`config.mk`:
```
export PLATFORM = sky130hd
export DESIGN_NAME = vibrator_pulse_ctrl
export DESIGN_NICKNAME = d
export VERILOG_FILES = /design/src/rtl/vibrator_pulse_ctrl.sv
export SDC_FILE = /design/constraint.sdc
export NUM_CORES = 1
export LEC_CHECK = 0
export BUFFER_PORTS_ARGS = -buffer_cell sky130_fd_sc_hd__buf_2
export CAP_MARGIN = 20
export CORE_MARGIN = 1
export CORE_UTILIZATION = 45
export DETAILED_ROUTE_END_ITERATION = 8
export GPL_TIMING_DRIVEN = 0
export PLACE_DENSITY = 0.65
export REMOVE_ABC_BUFFERS = 1
export SLEW_MARGIN = 30
export SYNTH_ARGS = -nofsm -noshare
export SYNTH_HDL_FRONTEND = slang
export SYNTH_SLANG_ARGS = --single-unit
```
`constraint.sdc`:
```
create_clock -name clk_50M -period 3.2 [get_ports clk_50M]
set_clock_uncertainty 0.1 [all_clocks]
set_input_delay 0.16 -clock clk_50M [delete_from_list [all_inputs] [get_ports clk_50M]]
set_output_delay 0.16 -clock clk_50M [all_outputs]
set_load 0.1 [all_outputs]
```
`src/rtl/vibrator_pulse_ctrl.sv`:
```
// vibrator_pulse_ctrl: multi-channel vibration-motor controller.
// Each channel runs independently. It supports a latched continuous mode
// (HOLD) and a timed burst mode made of N ON phases separated by OFF phases.
// One shared prescaler generates the timing tick for all channels.
// The optional intensity PWM is built only when VIBRATOR_PWM_EN is defined.
// Without it, the duty input is ignored and shake follows the ON/HOLD state.
module vibrator_pulse_ctrl #(
  parameter int CH_NUM   = 2,
  parameter int TICK_DIV = 50000,
  parameter int TIME_W   = 10,
  parameter int CNT_W    = 4,
  parameter int PWM_W    = 4
) (
  input  logic              clk_50M,
  input  logic              s_rst_n,
  input  logic [CH_NUM-1:0] shake_open,
  input  logic [CH_NUM-1:0] shake_close,
  input  logic [CH_NUM-1:0] pulse_start,
  input  logic [TIME_W-1:0] on_ms,
  input  logic [TIME_W-1:0] off_ms,
  input  logic [CNT_W-1:0]  burst_cnt,
  input  logic [PWM_W-1:0]  duty,
  output logic [CH_NUM-1:0] shake,
  output logic [CH_NUM-1:0] busy,
  output logic [CH_NUM-1:0] done
);

  localparam int PRE_W = $clog2(TICK_DIV);
  localparam logic [PRE_W-1:0] PRE_LAST = PRE_W'(TICK_DIV - 1);

  typedef enum logic [1:0] {
    ST_IDLE = 2'd0,
    ST_HOLD = 2'd1,
    ST_ON   = 2'd2,
    ST_OFF  = 2'd3
  } state_t;

  // A programmed duration of zero ticks behaves as a duration of one tick.
  function automatic logic [TIME_W-1:0] at_least_one(input logic [TIME_W-1:0] v);
    return (v == '0) ? TIME_W'(1) : v;
  endfunction

  logic [1:0]       rst_pipe;
  logic             rst_n;
  logic [PRE_W-1:0] pre_cnt;
  logic             tick;
  logic             pwm_gate;

  // Reset synchronizer. Reset asserts asynchronously and is released on a clock edge.
  always_ff @(posedge clk_50M or negedge s_rst_n) begin
    if (!s_rst_n) rst_pipe <= '0;
    else          rst_pipe <= {rst_pipe[0], 1'b1};
  end

  assign rst_n = rst_pipe[1];

  // Shared free-running prescaler. It is never restarted, so the first tick
  // of any phase can arrive after only part of a full tick period.
  always_ff @(posedge clk_50M or negedge rst_n) begin
    // NOTE: every register here is clocked, so it is written with non-blocking
    // assignments. Blocking assignments would race with the other flops that
    // sample the same edge.
    if (!rst_n)    pre_cnt <= '0;
    else if (tick) pre_cnt <= '0;
    else           pre_cnt <= pre_cnt + PRE_W'(1);
  end

  assign tick = (pre_cnt == PRE_LAST);

`ifdef VIBRATOR_PWM_EN
  logic [PWM_W-1:0] pwm_cnt;

  // Shared intensity counter. It wraps freely and all channels see the same phase.
  always_ff @(posedge clk_50M or negedge rst_n) begin
    if (!rst_n) pwm_cnt <= '0;
    else        pwm_cnt <= pwm_cnt + PWM_W'(1);
  end

  assign pwm_gate = (duty == '1) || (pwm_cnt < duty);
`else
  logic unused_duty;

  assign pwm_gate    = 1'b1;
  assign unused_duty = ^duty;
`endif

  for (genvar g = 0; g < CH_NUM; g++) begin : gen_ch
    state_t            state, state_nx;
    logic [TIME_W-1:0] timer, timer_nx;
    logic [TIME_W-1:0] on_len, on_len_nx;
    logic [TIME_W-1:0] off_len, off_len_nx;
    logic [CNT_W-1:0]  rep, rep_nx;
    logic              done_nx;
    logic              drive_nx;
    logic              shake_r, busy_r, done_r;

    // Next-state logic. Requests are ranked open > close > pulse_start;
    // otherwise the burst phase timers advance on each tick.
    always_comb begin
      // NOTE: every signal gets a default before the branches. That way, no
      // path leaves one unassigned, and no latch is inferred.
      state_nx   = state;
      timer_nx   = timer;
      on_len_nx  = on_len;
      off_len_nx = off_len;
      rep_nx     = rep;
      done_nx    = 1'b0;

      if (shake_open[g]) begin
        state_nx = ST_HOLD;
      end else if (shake_close[g]) begin
        state_nx = ST_IDLE;
      end else if (pulse_start[g]) begin
        on_len_nx  = on_ms;
        off_len_nx = off_ms;
        rep_nx     = burst_cnt;
        if (burst_cnt == '0) begin
          state_nx = ST_IDLE;
          done_nx  = 1'b1;
        end else begin
          state_nx = ST_ON;
          timer_nx = at_least_one(on_ms);
        end
      end else begin
        unique case (state)
          ST_ON: begin
            if (tick) begin
              if (timer <= TIME_W'(1)) begin
                rep_nx = rep - CNT_W'(1);
                if (rep <= CNT_W'(1)) begin
                  state_nx = ST_IDLE;
                  done_nx  = 1'b1;
                end else begin
                  state_nx = ST_OFF;
                  timer_nx = at_least_one(off_len);
                end
              end else begin
                timer_nx = timer - TIME_W'(1);
              end
            end
          end
          ST_OFF: begin
            if (tick) begin
              if (timer <= TIME_W'(1)) begin
                state_nx = ST_ON;
                timer_nx = at_least_one(on_len);
              end else begin
                timer_nx = timer - TIME_W'(1);
              end
            end
          end
          default: ;
        endcase
      end
    end

    assign drive_nx = (state_nx == ST_HOLD) || (state_nx == ST_ON);

    // Channel registers. The outputs are registered from the next state, so
    // a request sampled at one edge appears on the outputs at that same edge.
    always_ff @(posedge clk_50M or negedge rst_n) begin
      if (!rst_n) begin
        state   <= ST_IDLE;
        timer   <= '0;
        on_len  <= '0;
        off_len <= '0;
        rep     <= '0;
        shake_r <= 1'b0;
        busy_r  <= 1'b0;
        done_r  <= 1'b0;
      end else begin
        state   <= state_nx;
        timer   <= timer_nx;
        on_len  <= on_len_nx;
        off_len <= off_len_nx;
        rep     <= rep_nx;
        shake_r <= drive_nx & pwm_gate;
        busy_r  <= (state_nx != ST_IDLE);
        done_r  <= done_nx;
      end
    end

    assign shake[g] = shake_r;
    assign busy[g]  = busy_r;
    assign done[g]  = done_r;
  end

endmodule

```
==> results by group <==
Outcome
  • Status: completed

Cells and area
  • Design area: a little over 6000 um2
  • Register area: 2410 um2
  • N_diodes: 0
  • FILL cells: approximately 1000
  • Post-route insts no fill: 713
  • Share of layout cells above drive strength 1: 21.4%
  • Multi-input logic area: 2740 um2
  • P&R area growth vs syn: 16.1%
  • Total Nets Final: approximately 610

Routing
  • Via count: 4213
  • Post-Route WL: 12300 um
  • Routed len/inst: 17.3 um
  • Initial DRC Count: 188
  • Via/cell ratio: 5.91
  • Residual DRC count: 0
  • DR pass1 iterations: 4
  • DRT antenna net count: 0

Logic synthesis
  • Simple-Gate Fraction of Synth Area: 17.1%
  • Ys async rst share: 100%
  • Post-synth EDFFs: 0
  • Largest family of logic cells by synthesized area: simple AND/OR/NAND/NOR gates
  • Post-synth cell types: 64
  • Cell Area, Synth: 5310 um2
  • Compound-Gate Fraction of Synth Area: 14.7%
  • FF+latch count, synth: 96
  • Post-synthesis xor/xnor area fraction: ~3.0%
  • Seq/Total Area, Yosys: a little under half
  • Post-synthesis mux area share: a little over an eighth
  • Synth Flop Type: dfrtp_1
  • Synth Instances: 520
  • Mean Syn Cell Area: 10.2 um2
  • Adder-cell area share of the yosys netlist: 2.59%
  • Yosys warning count: 0

Setup path
  • Kind of critical path: reg2reg
  • Nature of the critical path endpoint: flop
  • Worst Path Arrival: around 3.1 ns
  • Critical path startpoint category: flop
  • Max incr delay on CP: 0.59 ns
  • Reg2Reg Setup Slack: 0.31 ns
  • Critical path peak fanout: 14
  • Crit-path cells: or4b_1 > nor4_4 > buf_4 > buf_6 > nand3_1 > mux2i_1 > o31ai_1 > dlygate4sd3_1
  • CP max stage cell: or4b_1
  • Worst Path Required: 3.39 ns

Floorplan
  • Io pins: 42
  • Core box area: 11500 um2
  • Die Span X: approximately 110 um
  • Die area: 12200 um2
  • Cell Rows: 39
  • Die height: 111 um
  • Starting density of the core: 46.3%

STA
  • Max Freq: 0.346 GHz
  • Measured slew at the worst slew-check pin: 0.902 ns
  • Relative max-transition margin: 39.7%
  • Final Hold Fails: 0
  • Final hold slack: between 0.02 and 0.03 ns
  • Slew Viols, Final: 0
  • Minimum clock period after layout: 2.89 ns
  • Post-route setup TNS: 0 ns
  • Final setup fails: 0
  • Crit share post-route: approximately 90%
  • RSZ-0062 raised after global routing: false

Clocking
  • Worst skew pair latency: roughly 0.35 ns
  • Clk root buf: clkbuf_16
  • Reg clk slew, reported paths: about 0.06 ns
  • CTS Buf Count: 9
  • Clk buf depth: 2
  • # resized after CTS: 0
  • CTS tree: done
  • H-tree depth: 3
  • CTS Sinks: 96

Power and ir drop
  • Sw power: ~1.1 mW
  • Lkg Pwr: approximately 2.7 nW
  • Internal Dissipation: 2.35 mW
  • Power per Cell Area: 554 nW/um2
  • Clock share of power: between 30% and 40%
  • Gate power share: 22.6%
  • Peak VDD IR: 0.443 mV
  • Design Power: 3.41 mW
  • Sw Share: 31.1%
  • Register share of total power: between 40% and 50%

GRT
  • Total global routing overflow: 0
  • Global-route wire length before repair: 21300 um
  • Largest net degree at the start of global routing: 48
  • Initial antenna violation count: 0
  • Tot GR Track Use: 21.5%
  • Vias in the first global route: 4272

Placement
  • DP HPWL: 8820 um
  • Dpl cell area: 5650 um2
  • Port buffer count: 37
  • GPL Wtd Cong: 0.871
  • Placed Instances: approximately 670

Worst hold path
  • Hold crit path type: in2async

Flow run
  • Max Cap Viol: 0
worst paths after layout:
path	cells after the start	to	startpoint
min in group clk_50M	3	gen_ch[0].done_r$_DFF_PN0_	shake_close[0]
hold / removal	2	rst_pipe[1]$_DFF_PN0_	s_rst_n
hold reg to reg	0	gen_ch[0].timer[7]$_DFFE_PN0P_	rst_pipe[1]$_DFF_PN0_
setup reg to reg	8	gen_ch[1].state[0]$_DFF_PN0_	pre_cnt[13]$_DFF_PN0_
max in group asynchronous	2	pre_cnt[12]$_DFF_PN0_	rst_pipe[1]$_DFF_PN0_
setup / recovery	8	gen_ch[1].state[0]$_DFF_PN0_	pre_cnt[13]$_DFF_PN0_
final cells by class:
class                           count  area share [%]
Clock buffer                       14            4.45
Clock inverter                      2           0.203
Inverter                           18            1.10
Multi-Input combinational cell    374            44.4
Sequential cell                    96            39.0
Tap cell                          143            2.90
Timing Repair Buffer               66            7.90
placed cells by master, fill, tap and decap left out, types with 18 or more instances in the layout:
cell	Yosys	layout
dfrtp_1	96	95
o21ai_0	25	25
inv_1	18	18
mux2i_1	22	22
nor2_1	39	38
buf_2	3	37
nand2_1	23	23
nand3_1	25	25
nor3_1	25	25
mux2_2	42	42
timing repair:
item,CTS,global route
endpoints found under the setup margin,0,19
hold buffers,16,0
hold endpoints to repair,27,0
buffers inserted,0,7
per-stage QoR:
stage               util, %  setup WS (ns)
detailed placement     49.3         0.0236
CTS                    53.2        0.00349
finish                 53.7          0.310
global placement       48.2         -0.932
global route           53.7          0.138
floorplan                 -         0.0326
sequential cells by signal (all words and copies together) (netlist names):
| name | cells |
|---|---|
| gen_ch.off_len | 20 |
| gen_ch.on_len | 20 |
| gen_ch.timer | 20 |
| pre_cnt | 16 |
| gen_ch.rep | 8 |
| gen_ch.state | 4 |
| gen_ch.busy_r | 2 |
| gen_ch.done_r | 2 |
| gen_ch.shake_r | 2 |
| rst_pipe | 2 |
metal layers:
metal,GRT usage (%),vias up,wire length (um)
met5,0,-,0
met4,5.87,0,120
met1,28.2,2113,5710
li1,-,2017,-
met3,4.72,11,478
met2,35.9,72,6040
critical path: cells and delay by family (launching register included):
family                 cells  cell delay (ns)
buffers and inverters      3             1.01
flip-flops                 1             0.42
AND/OR/NAND/NOR            3             0.94
AO/OA/AOI/OAI              1             0.20
multiplexers               1             0.16
power groups by stage:
stage	registers, mW	logic (mW)	clock network, mW
2_1_floorplan	1.61	0.509	0
3_3_place_gp	1.63	0.677	0
3_5_place_dp	1.63	0.746	0
4_1_cts	1.61	0.764	1.07
5_1_grt	1.64	0.862	1.11
6_report	1.61	0.770	1.03
cell families after synthesis:
logic type,Yosys count
multiplexers,65
XOR/XNOR,18
other,1
AO/OA/AOI/OAI,109
flip-flops,96
AND/OR/NAND/NOR,170
adder cells (fa/ha/maj),11
buffers and inverters,50
cell usage after synthesis, types with 7 or more instances:
cell	count	area, um2
inv_1	18	67.6
nor2_1	39	146
mux2_2	42	473
nor4_1	10	62.6
o21ai_0	25	125
a2bb2oi_1	7	61.3
nor3_1	25	125
a211oi_1	8	60.1
mux2i_1	22	220
ha_1	11	138
a21oi_1	13	65.1
nand3_1	25	125
and3_1	8	50.1
nand2_1	23	86.3
xnor2_1	8	70.1
clkbuf_1	19	71.3
dfrtp_1	96	2400
buf_4	7	52.6
xor2_1	10	87.6
(Power assumes the default switching activity.)
